===== config.mk =====
export PLATFORM = sky130hd
export DESIGN_NAME = ibex_ex_seq_ctrl
export DESIGN_NICKNAME = d
export VERILOG_FILES = /design/src/rtl/ibex_ex_seq_ctrl.sv
export SDC_FILE = /design/constraint.sdc
export NUM_CORES = 1
export LEC_CHECK = 0
export CAP_MARGIN = 20
export CORE_MARGIN = 3
export CORE_UTILIZATION = 40
export CTS_BUF_LIST = sky130_fd_sc_hd__clkbuf_4
export DETAILED_ROUTE_END_ITERATION = 12
export GPL_ROUTABILITY_DRIVEN = 0
export PLACE_DENSITY = 0.8
export REMOVE_ABC_BUFFERS = 1
export SYNTH_ARGS = -nofsm -noshare
export SYNTH_HDL_FRONTEND = slang
export SYNTH_SLANG_ARGS = --single-unit
export TNS_END_PERCENT = 10

===== constraint.sdc =====
create_clock -name clk_i -period 4.1 [get_ports clk_i]
set_input_delay 0.615 -clock clk_i [delete_from_list [all_inputs] [get_ports clk_i]]
set_output_delay 0.615 -clock clk_i [all_outputs]
set_load 0.02 [all_outputs]

===== src/rtl/ibex_ex_seq_ctrl.sv =====
// rtl/ibex_ex_seq_ctrl.sv - one-instruction-at-a-time sequencer between ID issue, ibex_ex_block and WB
// Define EX_SEQ_PERF_EN to build the EXEC-cycle performance counter behind perf_busy_o.
`timescale 1ns/1ps
module ibex_ex_seq_ctrl #(
   parameter int IMD_W      = 34,
   parameter int TAG_W      = 4,
   parameter int MAX_CYCLES = 40
) (
   input  logic               clk_i,
   input  logic               rst_i,
   input  logic               issue_valid_i,
   input  logic [TAG_W-1:0]   issue_tag_i,
   output logic               issue_ready_o,
   input  logic               kill_i,
   output logic               ex_en_o,
   output logic               ex_first_cycle_o,
   input  logic               ex_valid_i,
   input  logic [31:0]        ex_result_i,
   input  logic [1:0]         imd_val_we_i,
   input  logic [2*IMD_W-1:0] imd_val_d_i,
   output logic [2*IMD_W-1:0] imd_val_q_o,
   output logic               wb_valid_o,
   input  logic               wb_ready_i,
   output logic [31:0]        wb_result_o,
   output logic [TAG_W-1:0]   wb_tag_o,
   output logic               busy_o,
   output logic               wd_err_o,
   output logic [31:0]        perf_busy_o
);

   typedef enum logic [1:0] {
      S_IDLE = 2'b00,
      S_EXEC = 2'b01,
      S_HOLD = 2'b10
   } state_t;

   localparam logic [5:0] LP_WD_LAST = 6'(MAX_CYCLES - 1);

   state_t               r_state;
   logic [TAG_W-1:0]     r_tag;
   logic [5:0]           r_cnt;
   logic                 r_ex_en;
   logic                 r_first;
   logic                 r_wb_valid;
   logic                 r_wd_err;
   logic [31:0]          r_wb_result;
   logic [TAG_W-1:0]     r_wb_tag;
   logic [2*IMD_W-1:0]   r_imd;
   logic                 w_issue_ready;
   logic                 w_accept;

   // A held result may be replaced in the same cycle WB takes it, so HOLD issues without a bubble.
   assign w_issue_ready = ((r_state == S_IDLE) || ((r_state == S_HOLD) && wb_ready_i)) && !kill_i;
   assign w_accept      = issue_valid_i && w_issue_ready;

   always_ff @(posedge clk_i or posedge rst_i) begin
      if (rst_i) begin
         r_state     <= S_IDLE;
         r_tag       <= '0;
         r_cnt       <= '0;
         r_ex_en     <= 1'b0;
         r_first     <= 1'b0;
         r_wb_valid  <= 1'b0;
         r_wd_err    <= 1'b0;
         r_wb_result <= '0;
         r_wb_tag    <= '0;
      end else begin
         r_wd_err <= 1'b0;
         if (kill_i) begin
            r_state    <= S_IDLE;
            r_wb_valid <= 1'b0;
            r_ex_en    <= 1'b0;
            r_first    <= 1'b0;
         end else if (w_accept) begin
            r_tag      <= issue_tag_i;
            r_state    <= S_EXEC;
            r_cnt      <= '0;
            r_ex_en    <= 1'b1;
            r_first    <= 1'b1;
            r_wb_valid <= 1'b0;
         end else begin
            unique case (r_state)
               S_IDLE: ;
               S_EXEC: begin
                  r_first <= 1'b0;
                  if (ex_valid_i) begin
                     r_wb_result <= ex_result_i;
                     r_wb_tag    <= r_tag;
                     r_wb_valid  <= 1'b1;
                     r_ex_en     <= 1'b0;
                     r_state     <= S_HOLD;
                  end else if (r_cnt == LP_WD_LAST) begin
                     r_wd_err <= 1'b1;
                     r_ex_en  <= 1'b0;
                     r_state  <= S_IDLE;
                  end else begin
                     r_cnt <= (r_cnt == 6'h3f) ? r_cnt : r_cnt + 6'd1;
                  end
               end
               S_HOLD: begin
                  if (wb_ready_i) begin
                     r_wb_valid <= 1'b0;
                     r_state    <= S_IDLE;
                  end
               end
               default: r_state <= S_IDLE;
            endcase
         end
      end
   end

   // Intermediate values survive kill and completion; only reset clears them.
   always_ff @(posedge clk_i or posedge rst_i) begin
      if (rst_i) begin
         r_imd <= '0;
      end else if ((r_state == S_EXEC) && !kill_i) begin
         for (int k = 0; k < 2; k++) begin
            if (imd_val_we_i[k]) begin
               r_imd[k*IMD_W +: IMD_W] <= imd_val_d_i[k*IMD_W +: IMD_W];
            end
         end
      end
   end

`ifdef EX_SEQ_PERF_EN
   logic [31:0] r_perf;

   always_ff @(posedge clk_i or posedge rst_i) begin
      if (rst_i) begin
         r_perf <= '0;
      end else if (r_state == S_EXEC) begin
         r_perf <= r_perf + 32'd1;
      end
   end

   assign perf_busy_o = r_perf;
`else
   assign perf_busy_o = 32'h0;
`endif

   assign issue_ready_o    = w_issue_ready;
   assign ex_en_o          = r_ex_en;
   assign ex_first_cycle_o = r_first;
   assign imd_val_q_o      = r_imd;
   assign wb_valid_o       = r_wb_valid;
   assign wb_result_o      = r_wb_result;
   assign wb_tag_o         = r_wb_tag;
   assign busy_o           = (r_state != S_IDLE);
   assign wd_err_o         = r_wd_err;

endmodule


* Yosys cells after proc, flatten, opt, wreduce, memory -nomap -nowiden
Index checks and enable logic that the tools add are counted. Widths: inputs -> output; s select.
Cells by class: add/subtract/negate cells 1, equal/unequal tests 11, mux-type cells 29, bitwise operators 2, reductions and logical operators 20
Operators with widths (number):
- $mux 6 | 5
- $mux 1 | 17
- $eq 6x6->1 const B | 2
- $mux 2 | 5
- $ne 4x4->1 const B | 2
- $reduce_and 2->1 | 4
- $reduce_bool 4->1 | 2
- $add 6x1->6 const B | 1
- $pmux 2 s3 | 1
- $reduce_and 3->1 | 2
- $ne 5x5->1 const B | 1
- $reduce_and 5->1 | 1
- $logic_and 1x1->1 | 4
- $ne 2x2->1 const B | 2
- $reduce_and 4->1 | 1
- $reduce_bool 2->1 | 2
- $ne 3x3->1 const B | 1
- $reduce_bool 3->1 | 1
- $eq 2x1->1 const B | 1
- $eq 2x2->1 const B | 1
- $logic_not 2->1 | 1
- $ne 2x1->1 const B | 1
- $not 1->1 | 2
- $pmux 1 s2 | 1
- 2 further kinds | 2
Storage, ports and cells: flip-flop bits (word level) 120, input port bits 112, output and inout port bits 142, logic and storage cells 74

* Logic depth before layout (Yosys ltp)
depth in word-level cells 7, gate-level depth with buffers 6, mapped depth without buffers 5

* Worst setup path after synthesis
No wires, ideal clock.
path type register -> register, from reg r_state[1], to reg r_wb_result[0], in the netlist wb_result_o[0], setup time 0.125 ns, arrival time 1.820 ns, data required time 3.975 ns, path slack 2.155 ns, cell stages (with the launch flop) 7, path buffers 1, clock period less this slack 1.945 ns, path through dfrtp_1 inv_1 ha_1 a21o_4 a211oi_4 buf_6 mux2_2
Between the ends: longest elaborated chain between the ends 7, elaborated cells on any way between the ends 9, those cells by class 2 x eq/ne; 1 x bitwise; 6 x reduce/logical
RTL lines:
- start, declared | RTL line 39 | state_t r_state;
- start signal, assigned | RTL line 58 | r_state <= S_IDLE;
- start signal, assigned | RTL line 70 | r_state <= S_IDLE;
- start signal, assigned | RTL line 76 | r_state <= S_EXEC;
- $eq 2x2->1 | RTL line 53 | assign w_issue_ready = ((r_state == S_IDLE) || ((r_state == S_HOLD) && wb_ready_i)) && !kill_i;
- $logic_and 1x1->1 | RTL line 53
- $logic_or 1x1->1 | RTL line 53
- $logic_and 1x1->1 | RTL line 53
- $logic_and 1x1->1 | RTL line 54 | assign w_accept = issue_valid_i && w_issue_ready;
- $not 1->1 (no line)
- $reduce_and 4->1 (no line) (*)
- end signal, assigned | RTL line 87 | r_wb_result <= ex_result_i;
- end, declared | RTL line 46 | logic [31:0] r_wb_result;
Every way passes the cells marked *; elsewhere a longest branch is shown, timed or not. A chain may end at the register's enable or synchronous reset.

* Final worst setup path
from reg r_state[1], to out issue_ready_o
Between the ends: longest elaborated chain between the ends 4, elaborated cells on any way between the ends 5, those cells by class 1 x eq/ne; 4 x reduce/logical
RTL lines:
- $eq 2x2->1 | RTL line 53
- $logic_and 1x1->1 | RTL line 53
- $logic_or 1x1->1 (*) | RTL line 53
- $logic_and 1x1->1 (*) | RTL line 53
- end, declared | RTL line 13 | output logic issue_ready_o,
Marks and branches as above.

==> flow_summary_export.csv <==
group,metric,value,unit
cells_and_area,layout_commonest_cell,"clkdlybuf4s50_1",
synth,yosys.area.top_type,"dfrtp_1",
synth,syn-cell-area,0.00504,sq mm
die,die_h,118,um
grt,track_usage,0.183,
sta,rsz0062_at_grt,"no",
sta,slew_headroom,0.491,
cells_and_area,layout_common_cells,"clkdlybuf4s50_1, dfrtp_1, mux2_2, conb_1, clkbuf_4",
critical_path,startpoint_type,"flop",
synth,netlist-cell-type-count,39,
grt,grt.overflow.total,0,
critical_path,crit_arrival,2.26,ns
critical_path,r2r_cells,6,
routing,num_vias,3584,
grt,grt_pass1_wl,20.0,mm
routing,wl,12.3,mm
place,port_buffers,221,
routing,antenna_left,0,
sta,slew_violations,0,
critical_path,rr_endpoint,"imd_val_q_o[52]",
routing,routed_via_density,4.72,
hold_path,hold_class,"flop to flop",
cells_and_area,num-fill-cells,980,
run_status,status,"finished, final reports clean",
critical_path,startpoint,"r_state[1]",
synth,ys_ff_latch,120,
clock_network,cts_buffers,17,
grt,antenna_found_initial,1,
synth,synth_ff_type,"dfrtp_1",
clock_network,cts_tree,"done",
cells_and_area,final_nets,694,
critical_path,regToRegSetupSlack,1.85,ns
clock_network,cts.path.max_buffers,2,
clock_network,cts_setup_buffers,0,
cells_and_area,design_area,0.00753,sq mm
synth,synth-edff-count,0,
routing,post_drt_wl_per_cell,16.2,um
sta,fmax,347,MHz
clock_network,h-tree-depth,4,
die,die_w,118,um
synth,synthCells,344,
routing,drt_first_iter_violations,140,
clock_network,cts_hold_buf,0,
place,placed_area,0.00732,sq mm
sta,worst_pin_slew,0.764,ns
clock_network,root_buffer,"clkbuf_4",
sta,fin_crit_sh,0.702,
routing,drc,0,
synth,yosys_warnings,0,
critical_path,required,3.48,ns
critical_path,cp-end-kind,"output pin",
die,initial_core_util,0.414,
synth,syn_avg_cell_area,14.6,sq um
sta,min_period,2.88,ns
synth,ys_seq_area_frac,0.596,
critical_path,path_max_fanout,6,
sta,fin_skew,0.0112,ns
clock_network,clk_pin_slew,0.09,ns
power_and_ir_drop,power_density,587,mW/mm^2
place,dp_hpwl,9.27,mm
grt,first_global_vias,3825,
sta,setup_viol,0,
die,num_rows,40,
critical_path,crit_type,"flop to output pin",
cells_and_area,area_growth,49.5,%
hold_path,min_from,"ex_first_cycle_o",
grt,grt_max_degree,64,
die,core_area,0.0122,sq mm
synth,synthArstFlopShare,1.00,
cells_and_area,drive_gt1_frac,0.239,
die,dieArea,0.0140,sq mm
synth,synth.top_cell.area_share,0.596,
clock_network,cts_resized,0,
routing,firstDrtPassIters,4,
sta,final_hold_viol_count,0,
critical_path,endpoint,"issue_ready_o",
critical_path,r2r_start,"r_state[1]",
clock_network,clock_latency,0.53,ns
synth,synth_area_leaders,"dfrtp_1, mux2_2, buf_4",
flow_run,cap_violations,0,
sta,setup-tns-final,0,ns
power_and_ir_drop,p_leak,3.23,nW
clock_network,cts_sinks,120,
die,top_level_ports,254,
power_and_ir_drop,ir_drop,0.000419,V
## registers in the layout, summed over array words and instances (netlist names)
name and count:
wd_err_o 1, wb_result_o 32, ex_en_o 1, imd_val_q_o 68, wb_tag_o 4, r_tag 4
wb_valid_o 1, ex_first_cycle_o 1, r_cnt 6, r_state 2
## synth_stat cells, types with 4 or more instances
cell type and n:
mux2_1 4, a21oi_1 5, buf_2 6, a21o_1 4, nand2_1 4, o21ai_0 4, mux2_2 104, nor2b_1 5
dfrtp_1 120, inv_1 6, ha_1 4, buf_4 32
## final cells by class
type                            count  area (sq um)  area share
Timing Repair Buffer              226          2260       0.300
Inverter                            6          25.0     0.00332
Sequential cell                   120          3000       0.399
Tap cell                          168           210      0.0279
Clock buffer                       19           143      0.0189
Multi-Input combinational cell    207          1820       0.242
Clock inverter                     13          63.8     0.00847
Antenna cell                        1          2.50    0.000332
## layer usage
layer	vias up	track usage	wire length, um
met2	171	0.309	6280
met5	-	0	0
met4	0	0.0733	235
met3	20	0.0909	1310
met1	1765	0.195	4470
li1	1628	-	-
## worst max-delay path, stage by stage (launching register included)
cell,delay (ns)
dfrtp_1,0.39
inv_1,0.08
ha_1,0.26
a21oi_1,0.39
nor2_1,0.07
clkdlybuf4s50_1,0.55
## logic make-up (layout without fill, tap and decap cells)
kind of cell	Yosys count	in the layout	share of synthesized area
fa+ha+maj	4	4	0.00993
buf+inv	48	264	0.0656
mux	110	110	0.245
compound gates	31	31	0.0469
xor+xnor	1	1	0.00174
other cells	1	33	0.000744
simple gates	29	29	0.0338
flops	120	120	0.596
## through the flow
step	util	setup WS (ns)	power (mW)	hold WS (ns)	instances
detailed placement	0.602	1.22	3.81	0.474	727
global placement	0.602	1.32	3.75	0.468	727
floorplan	-	0.299	2.74	0.460	333
finish	0.619	1.22	4.42	0.488	760
global route	0.619	0.963	4.68	0.509	760
CTS	0.619	1.16	4.49	0.498	759
## worst min path at each step
stage	to	cells after the start	slack, ns
after global placement	wb_result_o[21]	1	0.47
after CTS	ex_first_cycle_o	1	0.50
final	ex_first_cycle_o	1	0.49
after global routing	ex_first_cycle_o	1	0.51
after detailed placement	ex_first_cycle_o	1	0.47
after floorplan	wb_tag_o[0]	1	0.46
## power by group
part	internal, mW	switching [mW]	total [mW]
Clock	0.235	0.419	0.654
Sequential	1.59	0.208	1.79
Combinational	1.06	0.914	1.97
Total	2.88	1.54	4.42
No activity file was read; power rests on OpenSTA's default activity.
